===== src/rtl/e203_sram_arb_pkg.sv =====
// rtl/e203_sram_arb_pkg.sv - shared requester IDs for the SRAM ICB arbiter
package e203_sram_arb_pkg;

  typedef logic arb_id_t;

  localparam arb_id_t ID_CPU = 1'b0;
  localparam arb_id_t ID_ACC = 1'b1;

endpackage


===== src/rtl/e203_sram_arb_idfifo.sv =====
// rtl/e203_sram_arb_idfifo.sv - outstanding-command ID FIFO (1-bit IDs, extra wrap bit pointers)
module e203_sram_arb_idfifo
  import e203_sram_arb_pkg::*;
#(
  parameter int DEPTH = 4
) (
  input  logic    clk,
  input  logic    rst,
  input  logic    push,
  input  arb_id_t push_id,
  input  logic    pop,
  output arb_id_t head_id,
  output logic    full,
  output logic    empty
);

  localparam int IW = $clog2(DEPTH);

  logic [IW:0] wptr;
  logic [IW:0] rptr;
  arb_id_t     mem [DEPTH];
  logic        push_en;
  logic        pop_en;

  // Pointers carry one extra wrap bit so full and empty are distinguishable
  assign full    = (wptr[IW] != rptr[IW]) && (wptr[IW-1:0] == rptr[IW-1:0]);
  assign empty   = (wptr == rptr);
  assign push_en = push & ~full;
  assign pop_en  = pop & ~empty;
  assign head_id = mem[rptr[IW-1:0]];

  // Pointer advance; reset empties the FIFO and drops anything in flight
  always_ff @(posedge clk or posedge rst) begin
    if (rst) begin
      wptr <= '0;
      rptr <= '0;
    end else begin
      if (push_en) wptr <= wptr + (IW+1)'(1);
      if (pop_en)  rptr <= rptr + (IW+1)'(1);
    end
  end

  // Storage write; contents are don't-care until a push covers them
  always_ff @(posedge clk) begin
    if (push_en) mem[wptr[IW-1:0]] <= push_id;
  end

endmodule


===== src/rtl/e203_sram_icb_arb.sv =====
// rtl/e203_sram_icb_arb.sv - CPU/accelerator ICB arbiter for the shared SRAM (optional E203_SRAM_ARB_QOS_EN)
module e203_sram_icb_arb
  import e203_sram_arb_pkg::*;
#(
  parameter int AW         = 32,
  parameter int DW         = 32,
  parameter int OUTS_DEPTH = 4,
  parameter int STARVE_MAX = 16
) (
  input  logic            clk,
  input  logic            rst,
  // CPU port
  input  logic            c_icb_cmd_valid,
  output logic            c_icb_cmd_ready,
  input  logic            c_icb_cmd_read,
  input  logic [AW-1:0]   c_icb_cmd_addr,
  input  logic [DW-1:0]   c_icb_cmd_wdata,
  input  logic [DW/8-1:0] c_icb_cmd_wmask,
  output logic            c_icb_rsp_valid,
  input  logic            c_icb_rsp_ready,
  output logic            c_icb_rsp_err,
  output logic [DW-1:0]   c_icb_rsp_rdata,
  // Accelerator port
  input  logic            a_icb_cmd_valid,
  output logic            a_icb_cmd_ready,
  input  logic            a_icb_cmd_read,
  input  logic [AW-1:0]   a_icb_cmd_addr,
  input  logic [DW-1:0]   a_icb_cmd_wdata,
  input  logic [DW/8-1:0] a_icb_cmd_wmask,
  output logic            a_icb_rsp_valid,
  input  logic            a_icb_rsp_ready,
  output logic            a_icb_rsp_err,
  output logic [DW-1:0]   a_icb_rsp_rdata,
  // SRAM controller port
  output logic            o_icb_cmd_valid,
  input  logic            o_icb_cmd_ready,
  output logic            o_icb_cmd_read,
  output logic [AW-1:0]   o_icb_cmd_addr,
  output logic [DW-1:0]   o_icb_cmd_wdata,
  output logic [DW/8-1:0] o_icb_cmd_wmask,
  input  logic            o_icb_rsp_valid,
  output logic            o_icb_rsp_ready,
  input  logic            o_icb_rsp_err,
  input  logic [DW-1:0]   o_icb_rsp_rdata,
  output logic            busy
);

  // Reject unsupported configurations at elaboration
  if (OUTS_DEPTH < 2 || (OUTS_DEPTH & (OUTS_DEPTH - 1)) != 0 || STARVE_MAX < 1) begin : g_bad_cfg
    $error("e203_sram_icb_arb: OUTS_DEPTH must be a power of two >= 2 and STARVE_MAX >= 1");
  end

  logic    full;
  logic    empty;
  arb_id_t head_id;
  arb_id_t grant;
  logic    hold_vld;
  arb_id_t hold_id;
  logic    c_req;
  logic    a_req;
  logic    o_cmd_hs;
  logic    o_rsp_hs;
  logic    rsp_to_c;
  logic    rsp_to_a;

  assign c_req = c_icb_cmd_valid & ~full;
  assign a_req = a_icb_cmd_valid & ~full;

`ifdef E203_SRAM_ARB_QOS_EN
  localparam int SW = $clog2(STARVE_MAX + 1);

  logic [SW-1:0] starve_cnt;
  logic          starved;

  assign starved = (starve_cnt == SW'(STARVE_MAX));

  // CPU strict priority, except a starved accelerator or a frozen grant wins
  always_comb begin
    grant = ID_CPU;
    if (hold_vld)                  grant = hold_id;
    else if (a_req & (starved | ~c_req)) grant = ID_ACC;
    else                           grant = ID_CPU;
  end

  // Count cycles the accelerator waits; saturate at the limit
  always_ff @(posedge clk or posedge rst) begin
    if (rst) begin
      starve_cnt <= '0;
    end else if (~a_icb_cmd_valid | a_icb_cmd_ready) begin
      starve_cnt <= '0;
    end else if (~starved) begin
      starve_cnt <= starve_cnt + SW'(1);
    end
  end
`else
  arb_id_t last_id;

  // Round-robin: contention goes to whoever was not served last
  always_comb begin
    grant = ID_CPU;
    if (hold_vld)           grant = hold_id;
    else if (c_req & a_req) grant = ~last_id;
    else if (a_req)         grant = ID_ACC;
    else                    grant = ID_CPU;
  end

  // Remember the last served requester; reset favours the CPU
  always_ff @(posedge clk or posedge rst) begin
    if (rst)           last_id <= ID_ACC;
    else if (o_cmd_hs) last_id <= grant;
  end
`endif

  // Command mux: payload of the granted requester, ready only back to it
  always_comb begin
    o_icb_cmd_valid = ((grant == ID_CPU) ? c_icb_cmd_valid : a_icb_cmd_valid) & ~full;
    o_icb_cmd_read  = (grant == ID_CPU) ? c_icb_cmd_read  : a_icb_cmd_read;
    o_icb_cmd_addr  = (grant == ID_CPU) ? c_icb_cmd_addr  : a_icb_cmd_addr;
    o_icb_cmd_wdata = (grant == ID_CPU) ? c_icb_cmd_wdata : a_icb_cmd_wdata;
    o_icb_cmd_wmask = (grant == ID_CPU) ? c_icb_cmd_wmask : a_icb_cmd_wmask;
    c_icb_cmd_ready = (grant == ID_CPU) & o_icb_cmd_ready & ~full;
    a_icb_cmd_ready = (grant == ID_ACC) & o_icb_cmd_ready & ~full;
  end

  assign o_cmd_hs = o_icb_cmd_valid & o_icb_cmd_ready;
  assign o_rsp_hs = o_icb_rsp_valid & o_icb_rsp_ready;

  // Freeze the grant while a presented command waits for ready
  always_ff @(posedge clk or posedge rst) begin
    if (rst) begin
      hold_vld <= 1'b0;
      hold_id  <= ID_CPU;
    end else if (o_cmd_hs) begin
      hold_vld <= 1'b0;
    end else if (o_icb_cmd_valid) begin
      hold_vld <= 1'b1;
      hold_id  <= grant;
    end
  end

  e203_sram_arb_idfifo #(
    .DEPTH (OUTS_DEPTH)
  ) u_idfifo (
    .clk     (clk),
    .rst     (rst),
    .push    (o_cmd_hs),
    .push_id (grant),
    .pop     (o_rsp_hs),
    .head_id (head_id),
    .full    (full),
    .empty   (empty)
  );

  assign rsp_to_c = ~empty & (head_id == ID_CPU);
  assign rsp_to_a = ~empty & (head_id == ID_ACC);

  // Response steering to the owner of the oldest outstanding command
  always_comb begin
    c_icb_rsp_valid = o_icb_rsp_valid & rsp_to_c;
    a_icb_rsp_valid = o_icb_rsp_valid & rsp_to_a;
    c_icb_rsp_err   = o_icb_rsp_err & rsp_to_c;
    a_icb_rsp_err   = o_icb_rsp_err & rsp_to_a;
    c_icb_rsp_rdata = o_icb_rsp_rdata;
    a_icb_rsp_rdata = o_icb_rsp_rdata;
    o_icb_rsp_ready = (rsp_to_c & c_icb_rsp_ready) | (rsp_to_a & a_icb_rsp_ready);
  end

  assign busy = ~empty;

  // A response with nothing outstanding means the slave broke protocol
  a_no_orphan_rsp: assert property (@(posedge clk) disable iff (rst) !(o_icb_rsp_valid && empty));

  // A requester whose command is frozen must keep it valid
  a_held_valid: assert property (@(posedge clk) disable iff (rst)
    hold_vld |-> ((hold_id == ID_CPU) ? c_icb_cmd_valid : a_icb_cmd_valid));

endmodule


===== config.mk =====
export PLATFORM = sky130hd
export DESIGN_NAME = e203_sram_icb_arb
export DESIGN_NICKNAME = d
export VERILOG_FILES = /design/src/rtl/e203_sram_arb_pkg.sv /design/src/rtl/e203_sram_arb_idfifo.sv /design/src/rtl/e203_sram_icb_arb.sv
export SDC_FILE = /design/constraint.sdc
export NUM_CORES = 1
export LEC_CHECK = 0
export CAP_MARGIN = 40
export CORE_AREA = 2 2 123 125
export DETAILED_ROUTE_END_ITERATION = 7
export DIE_AREA = 0 0 125 127
export PLACE_DENSITY = 0.66
export SLEW_MARGIN = 20
export SYNTH_ARGS = -nofsm -noshare
export SYNTH_HDL_FRONTEND = slang
export SYNTH_SLANG_ARGS = --single-unit

===== constraint.sdc =====
create_clock -name clk -period 2.2 [get_ports clk]
set_input_delay 0.22 -clock clk [delete_from_list [all_inputs] [get_ports clk]]
set_output_delay 0.22 -clock clk [all_outputs]
set_load 0.02 [all_outputs]

Yosys cells after proc, flatten, opt, wreduce, memory -nomap -nowiden
Memory sizes are Yosys's and may differ from the RTL's.
Index checks and enable logic that the tools add are counted.
Widths: inputs -> output; s select.

word-level totals
  flip-flop bits (word level) = 9
  memory bits (writable) = 4
  input port bits = 179
  output and inout bits = 142
  logic and storage cells = 53
  memories = 1

memory list
  memory        depth  width  read ports  clocked after memory_dff  write ports  line                        source
  u_idfifo.mem  4      1      1           0                         1            e203_sram_arb_idfifo.sv:21  arb_id_t mem [DEPTH];

cells by class
  add/subtract/negate cells = 2
  equality and inequality tests = 3
  mux-type cells = 12
  bitwise operators = 27
  reduce and logical (&&, ||, !) cells = 3

operators by type and width
  cell                 count
  $mux 32              2
  $and 1x1->1          20
  $mux 1               9
  $add 3x1->3 const B  2
  $not 1->1            6
  $mux 4               1
  $eq 3x3->1           1
  $eq 2x2->1           1
  $reduce_and 2->1     1
  $reduce_bool 2->1    1
  $logic_and 1x1->1    1
  $ne 1x1->1           1
  $or 1x1->1           1

Longest topological paths before layout
  word-level depth = 13
  mapped depth = 5
  mapped depth without buffers = 5

Cells and area by module
From an unflattened synthesis, not the netlist that was laid out.

unflattened totals
  cells, all modules = 225
  area total of the unflattened synthesis = 2532.4 um2

modules (own cells, without submodules)
  module                instances  cells an instance  area an instance (um2)
  e203_sram_icb_arb     1          170                1895.6
  e203_sram_arb_idfifo  1          55                 636.9

Least setup slack after synthesis
No wires, ideal clock.

  kind = flip-flop to output port
  start point = register u_idfifo.rptr[0]
  end point = output port o_icb_cmd_addr[31]
  data arrival time = 1648 ps
  setup slack = 332 ps
  cell stages (with the launch flop) = 6
  path through = dfrtp_1 -> xnor2_1 -> and3_1 -> o21ai_2 -> buf_2 -> mux2_1

on the way
  longest elaborated chain between the ends = 8

ends and longest elaborated chain
  item                                   line                                                source
  start: declaration                     e203_sram_arb_idfifo.sv:20                          logic [IW:0] rptr;
  start signal: assignment               e203_sram_arb_idfifo.sv:39                          if (pop_en) rptr <= rptr + (IW+1)'(1);
  $eq 2x2->1 (*)                         e203_sram_arb_idfifo.sv:26                          assign full = (wptr[IW] != rptr[IW]) && (wptr[IW-1:0] == rptr[IW-1:0]);
  $logic_and 1x1->1 (*)                  e203_sram_arb_idfifo.sv:26
  $not 1->1 (*)                          e203_sram_icb_arb.sv:66, e203_sram_icb_arb.sv:67
  $and 1x1->1, on equally long branches  e203_sram_icb_arb.sv:67, e203_sram_icb_arb.sv:66
  $mux 1 or $and 1x1->1 (tied branches)  e203_sram_icb_arb.sv:103, e203_sram_icb_arb.sv:102
  $mux 1 (*)                             e203_sram_icb_arb.sv:102                            else if (c_req & a_req) grant = ~last_id;
  $mux 1 (*)                             e203_sram_icb_arb.sv:101                            if (hold_vld) grant = hold_id;
  $mux 32 (*)                            e203_sram_icb_arb.sv:118                            o_icb_cmd_addr = (grant == ID_CPU) ? c_icb_cmd_addr : a_icb_cmd_addr;
  end: declaration                       e203_sram_icb_arb.sv:38                             output logic [AW-1:0] o_icb_cmd_addr,

Every way passes the cells marked *; elsewhere a longest branch is shown, timed or not.

Final worst setup path
  start point = register u_idfifo.wptr[1]
  end point = output port o_icb_cmd_addr[12]

on the way
  longest elaborated chain between the ends = 8

ends and longest elaborated chain
  item                                   line                                                source
  start: declaration                     e203_sram_arb_idfifo.sv:19                          logic [IW:0] wptr;
  start signal: assignment               e203_sram_arb_idfifo.sv:38                          if (push_en) wptr <= wptr + (IW+1)'(1);
  $eq 2x2->1 (*)                         e203_sram_arb_idfifo.sv:26
  $logic_and 1x1->1 (*)                  e203_sram_arb_idfifo.sv:26
  $not 1->1 (*)                          e203_sram_icb_arb.sv:66, e203_sram_icb_arb.sv:67
  $and 1x1->1, on equally long branches  e203_sram_icb_arb.sv:67, e203_sram_icb_arb.sv:66
  $mux 1 or $and 1x1->1 (tied branches)  e203_sram_icb_arb.sv:103, e203_sram_icb_arb.sv:102
  $mux 1 (*)                             e203_sram_icb_arb.sv:102
  $mux 1 (*)                             e203_sram_icb_arb.sv:101
  $mux 32 (*)                            e203_sram_icb_arb.sv:118

Marked as above.

==> results.yml <==
clock_network:
  clock_latency_ps: 240
  clock_path_buffers: 2
  hold_buffers: 0
  cts.clk_slew.worst_paths_ps: 50
  cts_root_buf: "clkbuf_16"
  htree_levels: 1
  cts_tree: "yes"
  cts.sinks: 13
  cts-buffers-inserted: 3
placed_design:
  gp_congestion: 0.8462
  port_buffers: 224
  place_ws_ps: -396.2
  dp_hpwl_um: 9257
logic_synthesis:
  synth_nets: 391
  synth_xor_area_share_pct: 2.999
  netlist_instances: 207
  synth_compound_area_share_pct: 2.081
  yosysWarningCount: 0
  synth-simple-area-share_pct: 6.854
  async_flop_share_pct: 69.23
  synth_top_family_by_area: "multiplexers"
  yosysUniqueCellTypes: 29
  ys_top_cells_by_count: "mux2_2, buf_4, dfrtp_1, buf_2, nand2_1"
  ys_seq_area_share_pct: 16.95
  netlist.area_leader.share_pct: 35.80
  synth.area.mux_share_pct: 41.92
  synth_top_area_cell: "mux2_2"
  synth.avg_cell_area_um2: 9.877
  syn_area_mm2: 0.002044
  synthAdderAreaFrac_pct: 3.060
  synth.most_common_cell: "mux2_2"
  synth_flop_cell: "dfrtp_1"
  synth_enable_flop_cells: 4
  synth_seq_cells: 13
  synth_area_leaders: "mux2_2, buf_4, dfrtp_1"
pwr:
  power_density_mw_per_mm2: 1287
  swShare_pct: 41.78
  power_frac_seq_pct: 7.5
  p_sw_w: 0.002464
  p_comb_share_pct: 86.7
  irDropWorstVdd_uv: 412.3
  p_leak_nw: 2.027
  clock_power_share_pct: 5.9
  internal_power_w: 0.003434
worst_setup_path:
  crit_required_ps: 1980
  r2r_start: "u_idfifo.rptr[0]"
  critPathLaunch: "u_idfifo.wptr[1]"
  r2r-end: "u_idfifo.rptr[1]"
  path_class: "reg2out"
  cp-end-kind: "primary output"
  start_kind: "flop"
  rr_worst_depth: 7
  cp_data_arrival_time_ps: 2080
  worst-path-max-fanout: 5
  r2r_slack_ps: 80
timing:
  rsz0062_at_grt: "true"
  whs_ps: 264.4
  setup_viol: 56
  slew-limit-headroom_pct: 74.26
  finalCriticalPeriod_ps: 2295
  min_period_over_period_pct: 104.3
  tightest_slew_ps: 385.7
  fmax_ghz: 0.4357
  skew_ps: 2.288
  finalMaxSlewViolations: 0
  final.setup.worst_slack_ps: -95.37
  hold_viol: 0
layout:
  synthToLayoutAreaGrowth_pct: 124.2
  drive_gt1_share_pct: 47.50
  fin_nets: 585
  regArea_um2: 346.6
  nFillCells: 1508
  diodes: 0
  fin_util_pct: 31.77
  multi_input_area_mm2: 0.001315
grt:
  antenna_found_initial: 0
  grt.total_usage_pct: 13.09
  grt_first_pass_wirelength_um: 15550
  grt_pass1_vias: 2467
  grt_max_degree: 24
  gr-total-overflow: 0
detailed_routing:
  routedWlPerCell_um: 20.06
  wl_met2_um: 6590
  wl_met1_um: 4349
  drt_iter0_drc: 37
  dr_total_vias: 2243
  drt-pass1-iter-count: 3
  viasPerCell: 3.841
  drt.antenna.violating_nets: 0
  routed.top_layer: "met4"
  drc: 0
  wl_met3_um: 714
  routed_wl_um: 11710
die:
  rows: 44
  dieArea_mm2: 0.01588
  die_h_um: 127
  io_pins: 321
  core_mm2: 0.01442
  die_w_um: 125
  floorplan.initialDensity_pct: 14.17
min_path:
  hp-class: "in2async"
status:
  status: "finished, violations left"
  violations: "negative setup slack"
job:
  drv_cap: 0
## how the worst max path moves through the flow
stage	to	cells after the start
after floorplan	o_icb_cmd_addr[31]	5
after global placement	o_icb_cmd_wdata[15]	7
after detailed placement	o_icb_cmd_wdata[9]	7
after CTS	o_icb_cmd_wdata[1]	8
after global routing	o_icb_cmd_addr[11]	8
final	o_icb_cmd_addr[12]	8
## worst max-delay path, stage by stage (launching register included)
cell and delay [ps]:
dfrtp_1 400, xnor2_2 160, and3_4 190, o21ai_4 170, buf_6 140, buf_6 120, buf_16 120, mux2_2 350
buf_4 160
## cells in the final DEF (no fill, tap or decap), drive strengths merged
master           n
a21oi            2
o41ai            1
buf            103
nor2             4
o31ai            1
and3b            1
o21ai            1
and2b            1
clkbuf           7
xnor2            5
mux2            72
clkdlybuf4s15    2
dfrtp            8
clkdlybuf4s50  148
edfxtp           4
dlymetal6s2s     2
ha               5
xor2             2
nand4            1
mux2i            2
inv              5
nand3            2
and3             6
dlygate4sd2      2
nand4b           1
o21a             1
nand3b           2
mux4             1
nand2            7
dfstp            1
## cell families after synthesis
group / after synthesis
muxes: 75
AOI/OAI and AO/OA: 6
and+or+nand+nor: 25
DFF: 13
xor gates and xnor gates: 7
buffers and inverters: 76
adders and majority gates: 5
## flip-flops by register name, summed over array words and instances (netlist names)
name / flops
u_idfifo.mem: 4
last_id: 1
u_idfifo.wptr: 3
u_idfifo.rptr: 3
hold_id: 1
hold_vld: 1
## metrics by stage
| stage | area, µm² | instances | TNS (ps) | power, W |
|---|---|---|---|---|
| 6_report | 4583 | 584 | -3033 | 0.005899 |
| 5_1_grt | 4583 | 584 | -7283 | 0.006211 |
| 4_1_cts | 4247 | 580 | -3378 | 0.005373 |
| 3_5_place_dp | 4146 | 561 | -20990 | 0.004607 |
| 3_3_place_gp | 4146 | 561 | -21070 | 0.004549 |
| 2_1_floorplan | 2044 | 207 | 0 | 0.002734 |
## power by group through the flow
| stage | Combinational (W) | Sequential (W) | Clock [W] |
|---|---|---|---|
| 3_5_place_dp | 0.00417 | 0.000435 | 0 |
| 6_report | 0.00511 | 0.000440 | 0.000346 |
| 4_1_cts | 0.00458 | 0.000439 | 0.000355 |
| 2_1_floorplan | 0.00228 | 0.000450 | 0 |
| 3_3_place_gp | 0.00412 | 0.000433 | 0 |
| 5_1_grt | 0.00539 | 0.000449 | 0.000368 |
## timing repair
| item | in CTS | in global routing |
|---|---|---|
| gates resized for setup | 308 | 79 |
| hold endpoints to repair | 0 | 0 |
| pin swaps | 1 | 0 |
| setup endpoints to repair | 74 | 74 |
| setup buffers | 11 | 1 |
| cloned | 4 | 3 |
## layer usage
layer	GRT usage (%)	vias to the layer above
met3	2.261	5
met2	26.44	151
li1	-	1042
met5	0	-
met4	1.830	0
met1	14.52	1045
## final cells by class
cell class / instances / share of cell area (%)
Sequential cell: 13 / 7.562
Timing Repair Buffer: 260 / 56.59
Clock buffer: 4 / 1.720
Tap cell: 184 / 5.023
Multi-Input combinational cell: 118 / 28.69
Inverter: 5 / 0.4095
Power figures use the tool's default switching activity.
